$ cat config.mk
export PLATFORM = sky130hd
export DESIGN_NAME = stopwatch_core
export DESIGN_NICKNAME = d
export VERILOG_FILES = /design/src/rtl/stopwatch_pkg.sv /design/src/rtl/stopwatch_core_bcd_digit.sv /design/src/rtl/stopwatch_core.sv
export SDC_FILE = /design/constraint.sdc
export NUM_CORES = 1
export LEC_CHECK = 0
export ABC_AREA = 1
export CAP_MARGIN = 20
export CORE_AREA = 4 4 102 104
export DETAILED_ROUTE_END_ITERATION = 10
export DIE_AREA = 0 0 106 108
export GPL_ROUTABILITY_DRIVEN = 0
export PLACE_DENSITY = 0.57
export SLEW_MARGIN = 20
export SYNTH_ARGS = -nofsm -noshare
export SYNTH_HDL_FRONTEND = slang
export SYNTH_SLANG_ARGS = --single-unit
$ cat constraint.sdc
create_clock -name clk -period 1.7 [get_ports clk]
set_clock_uncertainty 0.1 [all_clocks]
set_input_delay 0.34 -clock clk [delete_from_list [all_inputs] [get_ports clk]]
set_output_delay 0.34 -clock clk [all_outputs]
set_load 0.05 [all_outputs]
$ cat src/rtl/stopwatch_pkg.sv
// -----------------------------------------------------------------------------
// stopwatch_pkg
// Shared types and constants for the MM:SS.cc BCD stopwatch.
//   sw_state_t  : IDLE / RUN / PAUSE control states
//   DIGIT_W     : width of one BCD digit
//   NUM_DIGITS  : digits on the display bus
//   DIG_*       : digit positions on the packed digit bus
//   MOD_*       : modulus of each digit position
//   digit_mod() : modulus lookup by digit position (used in generate loops)
// -----------------------------------------------------------------------------
package stopwatch_pkg;

    typedef enum logic [1:0] {
        ST_IDLE  = 2'd0,
        ST_RUN   = 2'd1,
        ST_PAUSE = 2'd2
    } sw_state_t;

    localparam int unsigned DIGIT_W    = 4;
    localparam int unsigned NUM_DIGITS = 6;

    localparam int unsigned DIG_CC_ONES  = 0;
    localparam int unsigned DIG_CC_TENS  = 1;
    localparam int unsigned DIG_SEC_ONES = 2;
    localparam int unsigned DIG_SEC_TENS = 3;
    localparam int unsigned DIG_MIN_ONES = 4;
    localparam int unsigned DIG_MIN_TENS = 5;

    localparam int unsigned MOD_CC_ONES  = 10;
    localparam int unsigned MOD_CC_TENS  = 10;
    localparam int unsigned MOD_SEC_ONES = 10;
    localparam int unsigned MOD_SEC_TENS = 6;
    localparam int unsigned MOD_MIN_ONES = 10;
    localparam int unsigned MOD_MIN_TENS = 6;

    function automatic int unsigned digit_mod(input int unsigned idx);
        int unsigned m;
        case (idx)
            DIG_CC_ONES:  m = MOD_CC_ONES;
            DIG_CC_TENS:  m = MOD_CC_TENS;
            DIG_SEC_ONES: m = MOD_SEC_ONES;
            DIG_SEC_TENS: m = MOD_SEC_TENS;
            DIG_MIN_ONES: m = MOD_MIN_ONES;
            DIG_MIN_TENS: m = MOD_MIN_TENS;
            default:      m = 10;
        endcase
        return m;
    endfunction

endpackage

$ cat src/rtl/stopwatch_core_bcd_digit.sv
// -----------------------------------------------------------------------------
// bcd_digit
// One mod-N BCD digit of the stopwatch count chain.
//   clk       in   system clock
//   rst       in   synchronous active-high reset
//   clr       in   synchronous clear to zero (wins over inc)
//   inc       in   advance by one this cycle
//   value     out  current digit value, always 0..N-1
//   carry_out out  inc & (value == N-1); feeds the next digit's inc
// carry_out is combinational so a whole ripple lands in a single clock edge.
// -----------------------------------------------------------------------------
module bcd_digit
    import stopwatch_pkg::*;
#(
    parameter int unsigned N = 10
) (
    input  logic               clk,
    input  logic               rst,
    input  logic               clr,
    input  logic               inc,
    output logic [DIGIT_W-1:0] value,
    output logic               carry_out
);

    localparam logic [DIGIT_W-1:0] LAST = DIGIT_W'(N - 1);

    logic [DIGIT_W-1:0] r_value;
    logic               w_last;

    assign w_last = (r_value == LAST);

    // Digit register: reset/clear to zero, wrap at N-1, otherwise hold
    always_ff @(posedge clk) begin
        if (rst) begin
            r_value <= {DIGIT_W{1'b0}};
        end else if (clr) begin
            r_value <= {DIGIT_W{1'b0}};
        end else if (inc) begin
            if (w_last) begin
                r_value <= {DIGIT_W{1'b0}};
            end else begin
                r_value <= r_value + DIGIT_W'(1);
            end
        end else begin
            r_value <= r_value;
        end
    end

    assign value     = r_value;
    assign carry_out = inc & w_last;

endmodule

$ cat src/rtl/stopwatch_core.sv
// -----------------------------------------------------------------------------
// stopwatch_core
// 6-digit BCD stopwatch (MM:SS.cc) with start/pause/resume, clear and lap freeze.
//   clk        in   system clock (CLK_HZ)
//   rst        in   synchronous active-high reset
//   key_ss     in   start/stop key level (rising edge acts)
//   key_clr    in   clear key level (rising edge acts, beats ss/lap)
//   key_lap    in   lap key level (rising edge acts)
//   digits     out  24-bit BCD bus, digit i at [4i+3:4i], 0 = cc ones
//   running    out  high while in RUN
//   lap_active out  high while the display shows the frozen lap value
//   wrap       out  one-cycle pulse when 59:59.99 rolls over to 00:00.00
// Key events are decoded on the same edge the rising level is first seen.
// -----------------------------------------------------------------------------
module stopwatch_core
    import stopwatch_pkg::*;
#(
    parameter int unsigned CLK_HZ  = 50000000,
    parameter int unsigned TICK_HZ = 100
) (
    input  logic                                clk,
    input  logic                                rst,
    input  logic                                key_ss,
    input  logic                                key_clr,
    input  logic                                key_lap,
    output logic [NUM_DIGITS-1:0][DIGIT_W-1:0]  digits,
    output logic                                running,
    output logic                                lap_active,
    output logic                                wrap
);

    localparam int unsigned DIV = CLK_HZ / TICK_HZ;
    localparam int unsigned PW  = $clog2(DIV);
    localparam logic [PW-1:0] PRESC_LAST = PW'(DIV - 1);

    // Key edge detection
    logic r_ss_prev, r_clr_prev, r_lap_prev;
    logic w_ss_ev, w_clr_ev, w_lap_ev;
    logic w_ss_act, w_lap_act;

    // Control state and timing
    sw_state_t     r_state, w_state_next;
    logic [PW-1:0] r_presc;
    logic          w_tick;

    // Count chain, lap register, outputs
    logic [NUM_DIGITS-1:0]              w_inc, w_carry;
    logic [NUM_DIGITS-1:0][DIGIT_W-1:0] w_count;
    logic [NUM_DIGITS-1:0][DIGIT_W-1:0] r_lap;
    logic                               r_lap_active;
    logic                               r_wrap;

    assign w_ss_ev  = key_ss  & ~r_ss_prev;
    assign w_clr_ev = key_clr & ~r_clr_prev;
    assign w_lap_ev = key_lap & ~r_lap_prev;

    // Clear discards any ss/lap event arriving in the same cycle
    assign w_ss_act  = w_ss_ev  & ~w_clr_ev;
    assign w_lap_act = w_lap_ev & ~w_clr_ev;

    // Previous-level registers for the three keys
    always_ff @(posedge clk) begin
        if (rst) begin
            r_ss_prev  <= 1'b0;
            r_clr_prev <= 1'b0;
            r_lap_prev <= 1'b0;
        end else begin
            r_ss_prev  <= key_ss;
            r_clr_prev <= key_clr;
            r_lap_prev <= key_lap;
        end
    end

    // FSM state register
    always_ff @(posedge clk) begin
        if (rst) begin
            r_state <= ST_IDLE;
        end else begin
            r_state <= w_state_next;
        end
    end

    // FSM next state: clear wins, otherwise ss toggles RUN/PAUSE
    always_comb begin
        w_state_next = r_state;
        if (w_clr_ev) begin
            w_state_next = ST_IDLE;
        end else if (w_ss_act) begin
            case (r_state)
                ST_IDLE:  w_state_next = ST_RUN;
                ST_RUN:   w_state_next = ST_PAUSE;
                ST_PAUSE: w_state_next = ST_RUN;
                default:  w_state_next = ST_IDLE;
            endcase
        end else begin
            w_state_next = r_state;
        end
    end

    // Tick is decided on the pre-transition state so a pausing edge may still tick
    assign w_tick = (r_state == ST_RUN) && (r_presc == PRESC_LAST) && !w_clr_ev;

    // Prescaler: counts in RUN, holds in PAUSE (partial period kept), zero in IDLE
    always_ff @(posedge clk) begin
        if (rst) begin
            r_presc <= {PW{1'b0}};
        end else if (w_clr_ev) begin
            r_presc <= {PW{1'b0}};
        end else if (r_state == ST_RUN) begin
            if (r_presc == PRESC_LAST) begin
                r_presc <= {PW{1'b0}};
            end else begin
                r_presc <= r_presc + PW'(1);
            end
        end else if (r_state == ST_IDLE) begin
            r_presc <= {PW{1'b0}};
        end else begin
            r_presc <= r_presc;
        end
    end

    assign w_inc[0] = w_tick;
    assign w_inc[NUM_DIGITS-1:1] = w_carry[NUM_DIGITS-2:0];

    for (genvar gi = 0; gi < NUM_DIGITS; gi++) begin : g_digit
        bcd_digit #(
            .N(digit_mod(gi))
        ) u_digit (
            .clk       (clk),
            .rst       (rst),
            .clr       (w_clr_ev),
            .inc       (w_inc[gi]),
            .value     (w_count[gi]),
            .carry_out (w_carry[gi])
        );
    end

    // Lap register: latch live count in RUN, or release an active freeze
    always_ff @(posedge clk) begin
        if (rst) begin
            r_lap        <= '0;
            r_lap_active <= 1'b0;
        end else if (w_clr_ev) begin
            r_lap        <= '0;
            r_lap_active <= 1'b0;
        end else if (w_lap_act) begin
            if ((r_state == ST_RUN) && !r_lap_active) begin
                r_lap        <= w_count;
                r_lap_active <= 1'b1;
            end else if (r_lap_active && (r_state != ST_IDLE)) begin
                r_lap        <= r_lap;
                r_lap_active <= 1'b0;
            end else begin
                r_lap        <= r_lap;
                r_lap_active <= r_lap_active;
            end
        end else begin
            r_lap        <= r_lap;
            r_lap_active <= r_lap_active;
        end
    end

    // Rollover pulse: the top digit's carry fires only when every digit is at max
    always_ff @(posedge clk) begin
        if (rst) begin
            r_wrap <= 1'b0;
        end else begin
            r_wrap <= w_carry[DIG_MIN_TENS];
        end
    end

    // Both mux sources are registers, so no output pipeline is needed
    assign digits     = r_lap_active ? r_lap : w_count;
    assign running    = (r_state == ST_RUN);
    assign lap_active = r_lap_active;
    assign wrap       = r_wrap;

endmodule

# --- Word level (Yosys, flattened, before mapping) ---
# Index checks and enable logic that the tools add are counted.
totals:
  register_bits: 74
  inputBits: 5
  out_inout_bits: 27
  latch_bits: 0
  mem_count: 0
  mem_bits_ro: 0
  ram_bits: 0
classes:
  reduce_logical: 14
  div: 0
  muxes: 13
  multipliers: 0
  n_bitwise: 15
  addsub: 7
  magnitude_cmp: 0
  n_shift: 0
  eq_ne: 9
op_table:
  columns: ["op", "n"]
  rows:
  - ["2-to-1 mux 19 bit", 3]
  - ["adder 4 x 1 -> 4 bit (second input constant)", 6]
  - ["2-to-1 mux 24 bit", 1]
  - ["2-to-1 mux 4 bit", 6]
  - ["adder 19 x 1 -> 19 bit (second input constant)", 1]
  - ["== test 19 bit (second input constant)", 1]
  - ["== test 4 bit (second input constant)", 4]
  - ["AND 1 bit", 11]
  - ["== test 4 x 3 -> 1 bit (second input constant)", 2]
  - ["nonzero test 2 bit", 3]
  - ["logical AND 1 bit", 4]
  - ["NOT 1 bit", 4]
  - ["case mux 2 bit (2 select lines)", 1]
  - ["AND reduction 2 bit", 2]
  - ["OR reduction 2 bit", 2]
  - ["== test 2 x 1 -> 1 bit (second input constant)", 1]
  - ["== test 2 bit (second input constant)", 1]
  - ["logical NOT 1 bit", 2]
  - ["logical NOT 2 bit", 1]
  - ["2-to-1 mux 1 bit", 2]

# --- Depth between registers and ports, before layout ---
# Gate-level depths: netlist of the first run.
logic_depth:
  ltp_word: 10
  ltp_mapped: 12

# --- By module ---
# A second synthesis of the first run with hierarchy kept.
unflattened:
  cells_unflattened: 549
  hier_area_um2: 3711.1
by_module_without_submodules:
  columns: ["mod", "seq_area_each_um2", "instances", "cells_per_inst", "area_per_inst_um2"]
  rows:
  - ["stopwatch_core", 1001.0, 1, 375, 2529.9]
  - ["bcd_digit at g_digit[0].u_digit ...", 80.1, 4, 29, 205.2]
  - ["bcd_digit at g_digit[3].u_digit ...", 80.1, 2, 29, 180.2]

# --- Worst setup path before layout of the first run ---
# Ideal clock, no wire load.
synth_path:
  kind: "register -> output"
  startpoint: "reg r_lap_active (netlist: lap_active)"
  endpoint: "out digits[17] in the netlist's numbering"
  arrival_time_ps: 1864
  slack_ps: -604
  stages_incl_launch_ff: 3
  n_path_buf: 1
  path_cell_list: "dfxtp_1 -> clkbuf_1 -> o21ai_0"
synth_lines:
  columns: ["element", "line_no", "source"]
  rows:
  - ["start: declaration", "stopwatch_core.sv:50", "logic r_lap_active;"]
  - ["start signal: assignment", "stopwatch_core.sv:155", "r_lap_active <= r_lap_active;"]
  - ["start signal: assignment", "stopwatch_core.sv:159", "r_lap_active <= r_lap_active;"]
  - ["end: declaration", "stopwatch_core.sv:26", "output logic [NUM_DIGITS-1:0][DIGIT_W-1:0] digits,"]

# --- Worst setup path after layout of the first run ---
layout_path:
  startpoint: "reg r_presc[0]"
  endpoint: "reg g_digit[4].u_digit.r_value[1]"
layout_via:
  elab_chain_cells: 7
layout_rtl:
  columns: ["element", "line_no", "source"]
  rows:
  - ["start: declaration", "stopwatch_core.sv:43", "logic [PW-1:0] r_presc;"]
  - ["start signal: assignment", "stopwatch_core.sv:106", "r_presc <= {PW{1'b0}};"]
  - ["start signal: assignment", "stopwatch_core.sv:108", "r_presc <= {PW{1'b0}};"]
  - ["start signal: assignment", "stopwatch_core.sv:111", "r_presc <= {PW{1'b0}};"]
  - ["== test 19 bit", "stopwatch_core.sv:101", "assign w_tick = (r_state == ST_RUN) && (r_presc == PRESC_LAST) && !w_clr_ev;"]
  - ["logical AND 1 bit (2 in a row)", "stopwatch_core.sv:101", null]
  - ["AND 1 bit (4 in a row)", "stopwatch_core_bcd_digit.sv:50", "assign carry_out = inc & w_last;"]
  - ["end signal: assignment", "stopwatch_core_bcd_digit.sv:40", "r_value <= {DIGIT_W{1'b0}};"]
  - ["end signal: assignment", "stopwatch_core_bcd_digit.sv:42", "r_value <= r_value + DIGIT_W'(1);"]
  - ["end signal: assignment", "stopwatch_core_bcd_digit.sv:45", "r_value <= r_value;"]
  - ["end: declaration", "stopwatch_core_bcd_digit.sv:27", "logic [DIGIT_W-1:0] r_value;"]
# Every way passes these cells.
# A chain may end at the register's enable or synchronous reset.

==> results of run 1 <==
state kept, by name, summed over array words and instances, names as in the netlist:
register and count:
lap_active 1, r_lap_prev 1, r_clr_prev 1, wrap 1, r_state 2, r_presc 19, r_ss_prev 1, r_lap 24
g_digit.u_digit.value 24
stage by stage:
step | std cells | setup slack [ns] | total power, mW | utilization | hold slack [ns]
2_1_floorplan | 563 | -0.158 | 1.89 | - | 0.312
3_3_place_gp | 773 | -0.539 | 1.97 | 0.528 | 0.358
3_5_place_dp | 773 | -0.579 | 1.97 | 0.528 | 0.363
4_1_cts | 804 | -0.113 | 3.46 | 0.591 | 0.375
5_1_grt | 825 | -0.244 | 3.60 | 0.660 | 0.171
6_report | 825 | -0.127 | 3.51 | 0.660 | 0.160
power groups by stage:
stage,combinational (mW),clock (mW),sequential [mW]
finish,0.252,1.50,1.76
global route,0.270,1.57,1.76
CTS,0.200,1.51,1.75
detailed placement,0.177,0,1.79
global placement,0.174,0,1.79
floorplan,0.0944,0,1.79
kinds of logic after synthesis:
group,after synthesis,synth area share
flops,74,0.396
simple gates,255,0.308
xor+xnor,2,0.00468
fa+ha+maj,1,0.00334
buf+inv,88,0.0913
compound gates,143,0.197
area by class of cell:
cell class	instances	area (µm²)	area share
Clock buffer	11	153	0.0242
Clock inverter	5	60.1	0.00954
Inverter	67	260	0.0413
Multi-Input combinational cell	401	2560	0.406
Sequential cell	74	1500	0.238
Tap cell	133	166	0.0264
Timing Repair Buffer	134	1600	0.255
layout by cell type (no fill, tap or decap), types with 3 or more instances in the layout:
master / count
a21oi_1: 54
a21oi_2: 8
buf_12: 32
buf_4: 75
buf_6: 14
clkbuf_16: 6
clkbuf_8: 9
clkdlybuf4s50_1: 3
dfxtp_1: 64
dfxtp_2: 9
inv_1: 49
inv_2: 13
nand2_1: 99
nand2_2: 22
nand2_4: 12
nand3_1: 18
nand3_2: 9
nand3_4: 3
nand4_1: 14
nor2_1: 43
nor2_2: 8
nor2_4: 12
nor3_1: 3
nor3_2: 5
o21ai_0: 38
o21ai_1: 9
o21ai_2: 4
o21ai_4: 23
how the worst min path moves through the flow:
stage                                      from                           to  cells after the start
floorplan                                   rst                   r_clr_prev                      1
global placement                     r_presc[7]                   r_presc[7]                      2
detailed placement  g_digit[2].u_digit.value[3]  g_digit[2].u_digit.value[3]                      2
CTS                 g_digit[2].u_digit.value[3]  g_digit[2].u_digit.value[3]                      2
global route                            key_lap                   r_lap_prev                      3
finish                                  key_lap                   r_lap_prev                      3
tightest hold or removal path, cell delays in order:
cell and delay (ns):
dlymetal6s2s_1 0.10, inv_2 0.06, nor2_1 0.08
per-layer routing:
| metal | wire length [µm] | up-vias | part of all wire | track usage |
|---|---|---|---|---|
| met5 | 0 | - | 0 | 0 |
| met4 | 261 | 0 | 0.021 | 0.0620 |
| met3 | 539 | 27 | 0.044 | 0.0269 |
| met2 | 6220 | 107 | 0.50 | 0.332 |
| met1 | 5310 | 2028 | 0.43 | 0.236 |
| li1 | - | 2112 | - | - |
timing repair:
| item | in CTS | in global routing |
|---|---|---|
| resized for setup | 46 | 116 |
| gates cloned | 2 | 10 |
| hold buffers | 0 | 0 |
| pin swaps | 13 | 49 |
| setup endpoints to repair | 73 | 90 |
| setup buffers | 13 | 12 |
==> run metrics, run 1 <==
status finished with violations; failing checks negative setup slack; largest area contributor in the netlist dfxtp_1; grt total ovfl 0; DRC 0; Crit path top cell by count nand2_1; CTS clock-pin slew for the worst setup and hold paths 0.08 ns; CP top delay family simple AND/OR/NAND/NOR gates; asr flop ratio synth 0; r2r startpoint r_presc[0]; Hold Path Class input port to flip-flop; Pint 2.63 mW; Worst R2R Path Depth 12; clk_lat worst skew 0.36 ns; CP required 1.85 ns; share of the synthesized area in the top cell type 0.396; worst slew pin tran 0.450 ns; layout net count 693; Tcrit/Tclk final 1.07; maximum vdd drop 0.349 mV; Clock Sinks 74; cell area power density 557 mW/mm²; setup ws final -0.127 ns; vias 4274; clock share of power 0.428; Slew Viols, Final 0; TritonCTS clock tree done; top cells by count, synth nand2_1 (131), dfxtp_1 (74), o21ai_0 (73), a21oi_1 (62), inv_1 (55); P_leak 2.46 nW; final setup vio count 53; Synth Warn # 0; Avg Synthesized Cell Area 6.65 µm²; Slew HR 0.698; Seq pwr share 0.500; Starting Density 0.392; cells taking the most area after synthesis dfxtp_1 (40%), nand2_1 (13%), o21ai_0 (9.8%); synthesized area 0.00374 mm²; syn_nets 569; Final Instance Area 0.00630 mm²; wire per inst 14.9 µm; initial antenna violation count 0; clk root buf clkbuf_8; Pre-antenna DRT Iters 4; Max Cap Viol 0; total track usage 0.188; area grow syn2layout 68.3%; FF+latch count, synth 74; Setup TNS -3.47 ns; final antenna diode count 0; Setup crit end g_digit[4].u_digit.value[1]; critical-path cell list ha_4 -> nand3_4 -> inv_4 -> nand3_4 -> nor2_4 -> nand3_2 -> nor2_4 -> nand3_2 -> nand2_2 -> nand2_1 -> nand2_1 -> nand2_1; total CTS buffers 9; final hold vios 0; DP Wirelength 7170 µm; chip height 108 µm; row cnt 36; Worst path depth 12; top-count cell post-synth nand2_1; Crit Path Category flip-flop to flip-flop; ys flop type dfxtp_1; worst-path maximum fanout 3; drt total wl 12300 µm; Fillers 784; Critical-path top delay cell dfxtp_2; CTS H-tree lvls 3; unrepaired setup endpoints after global routing yes; Via density 5.18; CTS Buffer Depth 2; largest net degree at the start of global routing 37; Netlist cell types 32; vias in the first global route 3896; crit end category flip-flop; share of post-route cells with drive strength above 1 0.412; switch share 0.251; Antenna Nets Post-Route 0; Fmax 547 MHz; Post-synth EDFFs 0; Mapped Cells 563; min Tclk post-route 1.83 ns; Cell Area, Placed 0.00504 mm²; Worst setup SP type flip-flop; die area 0.0114 mm²; crit path buf inv count 1; Sw Pwr 879 µW; r2r setup slk -0.13 ns; critical path arrival 1.97 ns; initial drt markers 235; Seq/Total Area, Yosys 0.396; CP startpoint r_presc[0]; Gate power share 0.072; max incr delay on CP 0.36 ns; global-route wire length before repair 17700 µm; core area 0.00955 mm²; port bufs 31; Die X 106 µm; R2R Path End g_digit[4].u_digit.value[1]; num ports 32
No activity file was read; power rests on OpenSTA's default activity.
==> inputs of run 2 (changes only) <==
--- a/config.mk
+++ b/config.mk
@@ -11,7 +11,7 @@
 export DETAILED_ROUTE_END_ITERATION = 10
 export DIE_AREA = 0 0 106 108
 export GPL_ROUTABILITY_DRIVEN = 0
-export PLACE_DENSITY = 0.57
+export PLACE_DENSITY = 0.72
 export SLEW_MARGIN = 20
 export SYNTH_ARGS = -nofsm -noshare
 export SYNTH_HDL_FRONTEND = slang
==> run metrics, run 2 (synthesis gave the netlist of run 1 again) <==
port bufs 31; Total Power 3.55 mW; placed cell count 769; Die X 106 µm; final hold vios 0; Hold Path Class flip-flop to flip-flop; Slew Viols, Final 0; wire per inst 15.9 µm; initial drt markers 213; dpl ws -0.478 ns; final setup vio count 54; CP required 1.90 ns; layout net count 685; CTS clock-pin slew for the worst setup and hold paths 0.08 ns; clk_lat worst skew 0.37 ns; vias 4380; row cnt 36; worst slew pin tran 0.437 ns; commonest cells after routing, fill and taps aside nand2_1 (105), buf_4 (69), dfxtp_1 (65), a21oi_1 (53), inv_1 (49); Crit Path Category flip-flop to flip-flop; CTS H-tree lvls 3; critical path arrival 2.08 ns; Tcrit/Tclk final 1.11; vias in the first global route 4026; status finished with violations; maximum vdd drop 0.387 mV; DRC 0; crit end category flip-flop; Worst setup SP type flip-flop; global-route wire length before repair 18000 µm; die area 0.0114 mm²; Non-Filler Instances 817; Via density 5.36; clk root buf clkbuf_8; Cell Area, Placed 0.00497 mm²; core area 0.00955 mm²; cell area power density 588 mW/mm²; DP Wirelength 7300 µm; Antenna Nets Post-Route 0; CTS Buffer Depth 2; commonest non-fill, non-tap cell in the layout nand2_1; post-layout util 0.633; unrepaired setup endpoints after global routing yes; Starting Density 0.392; drt total wl 13000 µm; P_leak 2.32 nW; num ports 32; area grow syn2layout 61.5%; initial antenna violation count 0; share of post-route cells with drive strength above 1 0.389; Fmax 531 MHz; Clock Sinks 74; Slew HR 0.706; setup ws final -0.185 ns; chip height 108 µm; worst-path maximum fanout 3; Final Instance Area 0.00604 mm²; min Tclk post-route 1.88 ns; failing checks negative setup slack; final antenna diode count 0; grt total ovfl 0; total CTS buffers 9; largest net degree at the start of global routing 50; total track usage 0.192; Max Cap Viol 0; TritonCTS clock tree done; Pre-antenna DRT Iters 7
[run 2: cell type report]
cell class | instances | area, µm²
timing repair buffer | 126 | 1500
sequential | 74 | 1500
multi-input combinational | 401 | 2400
clock buffer | 10 | 128
tap | 133 | 166
inverter | 67 | 255
clock inverter | 6 | 92.6
fill | 747 | 3510
[run 2: final timing paths]
| kind | from | to | slack [ns] | depth (start not counted) |
|---|---|---|---|---|
| worst min register to register | g_digit[2].u_digit.value[3] | g_digit[2].u_digit.value[3] | 0.38 | 2 |
| worst max-delay path | r_presc[1] | g_digit[1].u_digit.value[3] | -0.18 | 10 |
| worst max register to register | r_presc[1] | g_digit[1].u_digit.value[3] | -0.18 | 10 |
| worst min-delay path | g_digit[2].u_digit.value[3] | g_digit[2].u_digit.value[3] | 0.38 | 2 |
[run 2: timing repair]
action / CTS / global route
hold buffers: 0 / 0
gates cloned: 0 / 7
pin swaps: 17 / 19
gates resized for setup: 55 / 88
setup endpoints to repair: 72 / 89
setup buffers: 11 / 14
[run 2: metal layers]
metal	part of all wire	vias to the layer above	GRT usage
li1	-	2090	-
met1	0.42	2080	0.235
met2	0.49	166	0.330
met3	0.058	44	0.0454
met4	0.033	0	0.0694
met5	0	-	0
[run 2: metrics by stage]
step           hold WS (ns)  setup TNS [ns]
2_1_floorplan         0.312           -1.02
3_3_place_gp          0.361          -18.65
3_5_place_dp          0.361          -23.73
4_1_cts               0.373           -1.54
5_1_grt               0.394           -8.65
6_report              0.380           -4.00
[run 2: report_power, final]
group / switching (mW) / internal [mW]
Clock: 0.717 / 0.832
Combinational: 0.141 / 0.108
Sequential: 0.0120 / 1.74
Total: 0.870 / 2.68
[run 2: worst max-delay path: stages, from the launching register on]
cell and delay, ns:
dfxtp_4 0.37, ha_4 0.14, nand3_2 0.09, inv_2 0.10, nand3_4 0.08, buf_4 0.15
nor3_4 0.12, nand4_1 0.18, nor2_1 0.22, nand2_1 0.11, a21oi_2 0.15
